**src/rtl/codec_playback_scheduler_pkg.sv**
```systemverilog
// Shared types and defaults for the codec playback scheduler and its sample FIFO.
package codec_playback_scheduler_pkg;

  localparam int SAMPLE_W   = 16;
  localparam int FIFO_DEPTH = 4;

  typedef struct packed {
    logic [SAMPLE_W-1:0] left;
    logic [SAMPLE_W-1:0] right;
  } stereo_t;

  typedef enum logic {
    ZERO = 1'b0,
    HOLD = 1'b1
  } underrun_policy_e;

  function automatic underrun_policy_e policy_from_int(input int hold);
    return (hold != 0) ? HOLD : ZERO;
  endfunction

endpackage

```
**src/rtl/codec_playback_scheduler_sample_fifo.sv**
```systemverilog
// Synchronous show-ahead FIFO; dout is always the head entry, valid when !empty.
module sample_fifo #(
  parameter int WIDTH = 32,
  parameter int DEPTH = 4,
  localparam int AW = $clog2(DEPTH),
  localparam int LW = AW + 1
) (
  input  logic             clk,
  input  logic             reset_n,
  input  logic             push,
  input  logic             pop,
  input  logic [WIDTH-1:0] din,
  output logic [WIDTH-1:0] dout,
  output logic             full,
  output logic             empty,
  output logic [LW-1:0]    level
);

  logic [WIDTH-1:0] mem [DEPTH];
  logic [AW-1:0]    wr_ptr;
  logic [AW-1:0]    rd_ptr;
  logic             do_push;
  logic             do_pop;

  assign full    = (level == LW'(DEPTH));
  assign empty   = (level == '0);
  assign do_push = push & ~full;
  assign do_pop  = pop & ~empty;
  assign dout    = mem[rd_ptr];

  // NOTE: storage is reset on purpose so a mid-stream reset cannot leak stale
  // audio; a FIFO that tolerates garbage would leave mem out of the reset branch.
  // NOTE: state updates use <= so every flop samples pre-edge values regardless
  // of statement order.
  always_ff @(posedge clk or negedge reset_n) begin
    if (!reset_n) begin
      for (int i = 0; i < DEPTH; i++) mem[i] <= '0;
      wr_ptr <= '0;
      rd_ptr <= '0;
      level  <= '0;
    end else begin
      if (do_push) begin
        mem[wr_ptr] <= din;
        wr_ptr      <= wr_ptr + AW'(1);
      end
      if (do_pop) rd_ptr <= rd_ptr + AW'(1);
      case ({do_push, do_pop})
        2'b10:   level <= level + LW'(1);
        2'b01:   level <= level - LW'(1);
        default: level <= level;
      endcase
    end
  end

endmodule

```
**src/rtl/codec_playback_scheduler.sv**
```systemverilog
// Feeds buffered stereo samples to the codec, changing pcm_* only in the
// cycle playback_accept rises; handles underrun, mute and underrun counting.
module codec_playback_scheduler
  import codec_playback_scheduler_pkg::*;
#(
  parameter int WIDTH         = SAMPLE_W,
  parameter int DEPTH         = FIFO_DEPTH,
  parameter int UNDERRUN_HOLD = 1,
  parameter int CNT_W         = 8,
  localparam int LW = $clog2(DEPTH) + 1
) (
  input  logic             clk,
  input  logic             reset_n,
  input  logic [WIDTH-1:0] in_left,
  input  logic [WIDTH-1:0] in_right,
  input  logic             in_valid,
  output logic             in_ready,
  input  logic             mute,
  input  logic             playback_accept,
  output logic [WIDTH-1:0] pcm_left,
  output logic [WIDTH-1:0] pcm_right,
  output logic             frame_tick,
  output logic [LW-1:0]    level,
  output logic             underrun,
  output logic [CNT_W-1:0] underrun_count
);

  localparam underrun_policy_e POLICY = policy_from_int(UNDERRUN_HOLD);

  logic                 accept_prev;
  logic                 armed;
  logic                 frame_edge;
  logic                 push;
  logic                 pop;
  logic                 fifo_full;
  logic                 fifo_empty;
  logic [2*WIDTH-1:0]   fifo_dout;
  logic [2*WIDTH-1:0]   held;
  logic [2*WIDTH-1:0]   next_sample;

  sample_fifo #(
    .WIDTH (2*WIDTH),
    .DEPTH (DEPTH)
  ) u_fifo (
    .clk     (clk),
    .reset_n (reset_n),
    .push    (push),
    .pop     (pop),
    .din     ({in_left, in_right}),
    .dout    (fifo_dout),
    .full    (fifo_full),
    .empty   (fifo_empty),
    .level   (level)
  );

  // Ready comes from the registered level only: no ready-from-pop path.
  assign in_ready = ~fifo_full;
  assign push     = in_valid & in_ready;

  // armed masks the first cycle after reset so an already-high accept is not an edge.
  assign frame_edge = playback_accept & ~accept_prev & armed;
  assign pop        = frame_edge & ~fifo_empty;
  assign frame_tick = frame_edge;
  assign underrun   = frame_edge & fifo_empty;

  // NOTE: next_sample gets its default first so no path leaves it unassigned,
  // which would otherwise infer a latch.
  always_comb begin
    next_sample = '0;
    if (mute) begin
      next_sample = '0;
    end else if (!fifo_empty) begin
      next_sample = fifo_dout;
    end else if (POLICY == HOLD) begin
      next_sample = held;
    end
  end

  assign {pcm_left, pcm_right} = frame_edge ? next_sample : held;

  always_ff @(posedge clk or negedge reset_n) begin
    if (!reset_n) begin
      accept_prev    <= 1'b0;
      armed          <= 1'b0;
      held           <= '0;
      underrun_count <= '0;
    end else begin
      accept_prev <= playback_accept;
      armed       <= 1'b1;
      if (frame_edge) held <= next_sample;
      if (underrun && (underrun_count != '1)) underrun_count <= underrun_count + CNT_W'(1);
    end
  end

endmodule

```
**config.mk**
```make
export PLATFORM = sky130hd
export DESIGN_NAME = codec_playback_scheduler
export DESIGN_NICKNAME = d
export VERILOG_FILES = /design/src/rtl/codec_playback_scheduler_pkg.sv /design/src/rtl/codec_playback_scheduler_sample_fifo.sv /design/src/rtl/codec_playback_scheduler.sv
export SDC_FILE = /design/constraint.sdc
export NUM_CORES = 1
export LEC_CHECK = 0
export CAP_MARGIN = 20
export CORE_MARGIN = 3
export CORE_UTILIZATION = 40
export DETAILED_ROUTE_END_ITERATION = 6
export RECOVER_POWER = 50
export SETUP_SLACK_MARGIN = 0.5
export SKIP_LAST_GASP = 1
export SLEW_MARGIN = 0
export SYNTH_ARGS = -nofsm -noshare
export SYNTH_HDL_FRONTEND = slang
export SYNTH_SLANG_ARGS = --single-unit
```
**constraint.sdc**
```tcl
create_clock -name clk -period 5.8 [get_ports clk]
set_input_delay 1.45 -clock clk [delete_from_list [all_inputs] [get_ports clk]]
set_output_delay 1.45 -clock clk [all_outputs]
set_load 0.01 [all_outputs]
```
[Yosys cells after proc, flatten, opt, wreduce, memory -nomap -nowiden]
Index checks and enable logic that the tools add are counted.
Word-level totals
  register bits after elaboration: 177
  bits of input ports: 37
  output and inout port bits: 46
  logic and storage cells: 49
Cells by class
  $add $sub $neg: 5
  magnitude comparators: 3
  equal/unequal tests: 4
  multiplexer cells: 10
  bitwise logic cells: 12
  reductions and logical operators: 4
Operators with widths (number)
  $mux 32: 6
  $bwmux 128: 1
  $bmux 32 s2: 1
  $demux 32 s2: 1
  $add 8x1->8 const B: 1
  $ne 8x8->1 const B: 1
  $and 1x1->1: 7
  $ge 3x3->1 const B: 2
  $not 2->3: 2
  $pmux 3 s2: 1
  $add 2x1->2 const B: 2
  $add 3x1->3 const B: 1
  $eq 3x3->1 const B: 1
  $logic_not 3->1: 1
  $lt 3x1->1 const B: 1
  $not 1->1: 3
  $sub 3x1->3 const B: 1
  $eq 2x1->1 const B: 1
  $eq 2x2->1 const B: 1
  $logic_and 1x1->1: 2
  $reduce_bool 2->1: 1

[Depth between registers and ports, before layout]
  depth after elaboration: 7
  depth in mapped cells: 9
  depth with buffers taken out: 9

[Cells and area by module]
A second synthesis with hierarchy kept.
Unflattened totals
  cell total of the unflattened synthesis: 531
  area total of the unflattened synthesis: 7782.5 µm²
By module, submodules not included
  sample_fifo: instances 1, cells each 348, area an instance 5963.2 µm², sequential area each 3378.2 µm²
  codec_playback_scheduler: instances 1, cells each 183, area an instance 1819.2 µm², sequential area each 1051.0 µm²

[Least setup slack after synthesis]
No wires, ideal clock.
  path kind: input to output
  start point: in playback_accept
  end point: out pcm_left[0]
  arrival: 2503 ps
  data required time: 4350 ps
  setup slack: 1847 ps
  stages: 4
  path buffers: 1
  cell sequence: nand3b_1 -> nor3_1 -> clkbuf_1 -> a22o_1
Between the ends
  longest elaborated chain between the ends: 3
Ends and longest elaborated chain
  from (decl): line codec_playback_scheduler.sv:19  | input logic playback_accept,
  $and 1x1->1 (2 in a row): line codec_playback_scheduler.sv:61  | assign frame_edge = playback_accept & ~accept_prev & armed;
  $mux 32
  to (decl): line codec_playback_scheduler.sv:20  | output logic [WIDTH-1:0] pcm_left,
Every way passes these cells.

[Worst setup path in the final report]
  start point: in playback_accept
  end point: out pcm_left[4]
The elaborated chain is that of the path after synthesis.

==> results.cfg <==
[finish]
drive_gt1_share_pct = 36.6
layout.nets = 584
synthToLayoutAreaGrowth_pct = 22.0
insertedDiodeCount = 0
fin_cells = 781
postLayoutCellArea_um2 = 9080
utilization_pct = 50.0
final_cell_mix = dfrtp_1 (175), mux2_2 (130), clkdlybuf4s50_1 (79)
layout_commonest_cell = dfrtp_1

[critical_path]
worst_ep_arrival_time_ns = 3.69
cp-end-kind = output pin
worst-setup-path-type = primary input to output pin
critPathLaunchType = primary input
cp_max_fo = 32
crit_start = playback_accept
critPathRequiredTime_ns = 4.35
timing.rr.start = u_fifo.level[0]$_DFFE_PN0P_

[drt]
ant_nets = 0
via_per_inst = 5.31
drc_errors = 0
drt-initial-drc-count = 222
drt_first_pass_iters = 4
wl_per_cell_um = 19.3
vias = 4147
routed_wl_um = 15000

[job]
drv_cap = 1

[placed_design]
post_dp_cell_area_um2 = 8490
place_inst = 750
gp_congestion = 0.677
dp_hpwl_um = 9060
portBuffers = 82
pre_cts_ws_ns = 0.784

[power]
power.leakage_nw = 3.86
power.density_nw_per_um2 = 576
finalPower_mw = 5.23
vdd_drop_max_mv = 0.217

[timing]
fin_crit_sh_pct = 88.6
rsz0062_at_grt = no
worst_slew_pin_slew_ns = 2.24
tns_ns = 0
max_freq_ghz = 0.195
setup_viol = 0
maxSlewViolCount = 91
hold_viol_final = 0
holdWs_ns = 0.497
fin_ws_ns = 0.662
skew_ns = 0.00756
min_period_ns = 5.14
relSlewSlack_pct = -49.2

[die]
num_rows = 49
die_w_um = 142
dieHeight_um = 142
ios = 83
floorplan.initialDensity_pct = 41.0
design.die.area_um2 = 20300
coreArea_um2 = 18100

[logic_synthesis]
ys_top_cells_by_area = dfrtp_1 (60%), mux2_2 (20%), mux4_2 (9.7%), a22o_1 (3.8%), buf_2 (1.3%)
synth_fa_ha_area_share_pct = 1.28
avgSynthCellArea_um2 = 16.2
synth_cells = 460
syn-num-nets = 504
yosys.area_share.simple_pct = 1.95
ys_seq_area_share_pct = 59.5
synth_top_cell_area_share_pct = 59.5
synth_warnings = 0
synth_top_family_by_area = multiplexers
ys_seq_elements = 177
netlist_area_um2 = 7440
yosysUniqueCellTypes = 28
synth_compound_area_share_pct = 4.32
yosys.area.top_type = dfrtp_1
synthMuxAreaShare_pct = 29.5
synth-xor-area-share_pct = 1.29

[global_route]
grt_max_degree = 91
antenna_found_initial = 0
grt_pass1_vias = 4567
grt.overflow.total = 0
grt_first_pass_wirelength_um = 24700
grtUsageTotal_pct = 15.8

[clock_tree]
clk_path_buf_depth = 2
ctsHoldBuffers = 0
post-cts-setup-buffers = 0
cts.htree.levels = 4
clk_pin_slew_ns = 0.06
cts_root_buf = clkbuf_16
cts_buffers = 17
ctsResizeCount = 0
cts_tree = done
clk-insertion-delay-late_ns = 0.42
cts.sinks = 177

[status]
status = complete, but fails checks
violations = capacitance limit, slew limit

[hold_path]
hp-class = flop to flop
hold_path_startpoint = u_fifo.mem[45]$_DFFE_PN0P_
[final cells by class]
class / count / area (um^2)
Clock buffer: 26 / 489
Clock inverter: 5 / 125
Fill cell: 1537 / 9070
Inverter: 9 / 33.8
Multi-Input combinational cell: 248 / 2860
Sequential cell: 177 / 4430
Tap cell: 229 / 287
Timing Repair Buffer: 87 / 848
[power breakdown]
part	internal [mW]	switching (mW)	total, mW
Sequential	1.84	0.373	2.21
Clock	0.754	0.441	1.19
Combinational	1.18	0.638	1.82
Total	3.78	1.45	5.23
[kinds of logic after synthesis]
kind of cell             after synthesis
other                                  1
AND/OR/NAND/NOR                       28
XOR/XNOR                              11
adder cells (fa/ha/maj)                7
multiplexers                         163
AO/OA/AOI/OAI                         38
flip-flops                           177
buffers and inverters                 35
[synth_stat cells]
| cell type | n |
|---|---|
| xnor2_1 | 6 |
| nand3_1 | 4 |
| mux2_2 | 130 |
| nor2_2 | 1 |
| nor3_1 | 3 |
| fa_1 | 1 |
| clkbuf_1 | 7 |
| xor2_1 | 5 |
| conb_1 | 1 |
| mux4_2 | 32 |
| or3_4 | 1 |
| nand4_1 | 2 |
| o211ai_1 | 1 |
| or4b_4 | 1 |
| nor4_1 | 1 |
| nor2_1 | 5 |
| o21ai_1 | 1 |
| nand2_1 | 9 |
| buf_2 | 19 |
| ha_1 | 6 |
| a22o_1 | 32 |
| inv_1 | 9 |
| o21a_1 | 1 |
| o21ai_0 | 2 |
| nand3b_1 | 1 |
| dfrtp_1 | 177 |
| a21boi_2 | 1 |
| mux2i_1 | 1 |
[worst max-delay path: stages]
cell and delay [ns]:
dlygate4sd3_1 0.55, nand3b_1 0.22, inv_1 0.12, o21ai_0 0.10
buf_4 0.41, a22o_1 0.27, clkdlybuf4s50_1 0.55
[flip-flops by register name, indices dropped and copies added, names as in the netlist]
name            cells
u_fifo.mem        128
held               32
underrun_count      8
u_fifo.level        3
u_fifo.rd_ptr       2
u_fifo.wr_ptr       2
accept_prev         1
armed               1
[worst paths after layout]
check	to	slack, ns	cells after the start
worst max register to register	u_fifo.mem[52]$_DFFE_PN0P_	2.81	4
min in group asynchronous	underrun_count[0]$_DFFE_PN0P_	1.68	1
worst min register to register	u_fifo.mem[45]$_DFFE_PN0P_	0.50	1
max in group asynchronous	u_fifo.mem[41]$_DFFE_PN0P_	2.01	2
worst max-delay path	pcm_left[4]	0.66	7
worst min-delay path	u_fifo.mem[45]$_DFFE_PN0P_	0.50	1
[routing by layer]
metal	GRT usage, %	routed length, um	vias up
met5	0	0	-
met4	5.30	193	0
met3	4.20	624	13
met2	25.7	7520	76
met1	20.9	6710	2196
li1	-	-	1862
(Power assumes the default switching activity.)
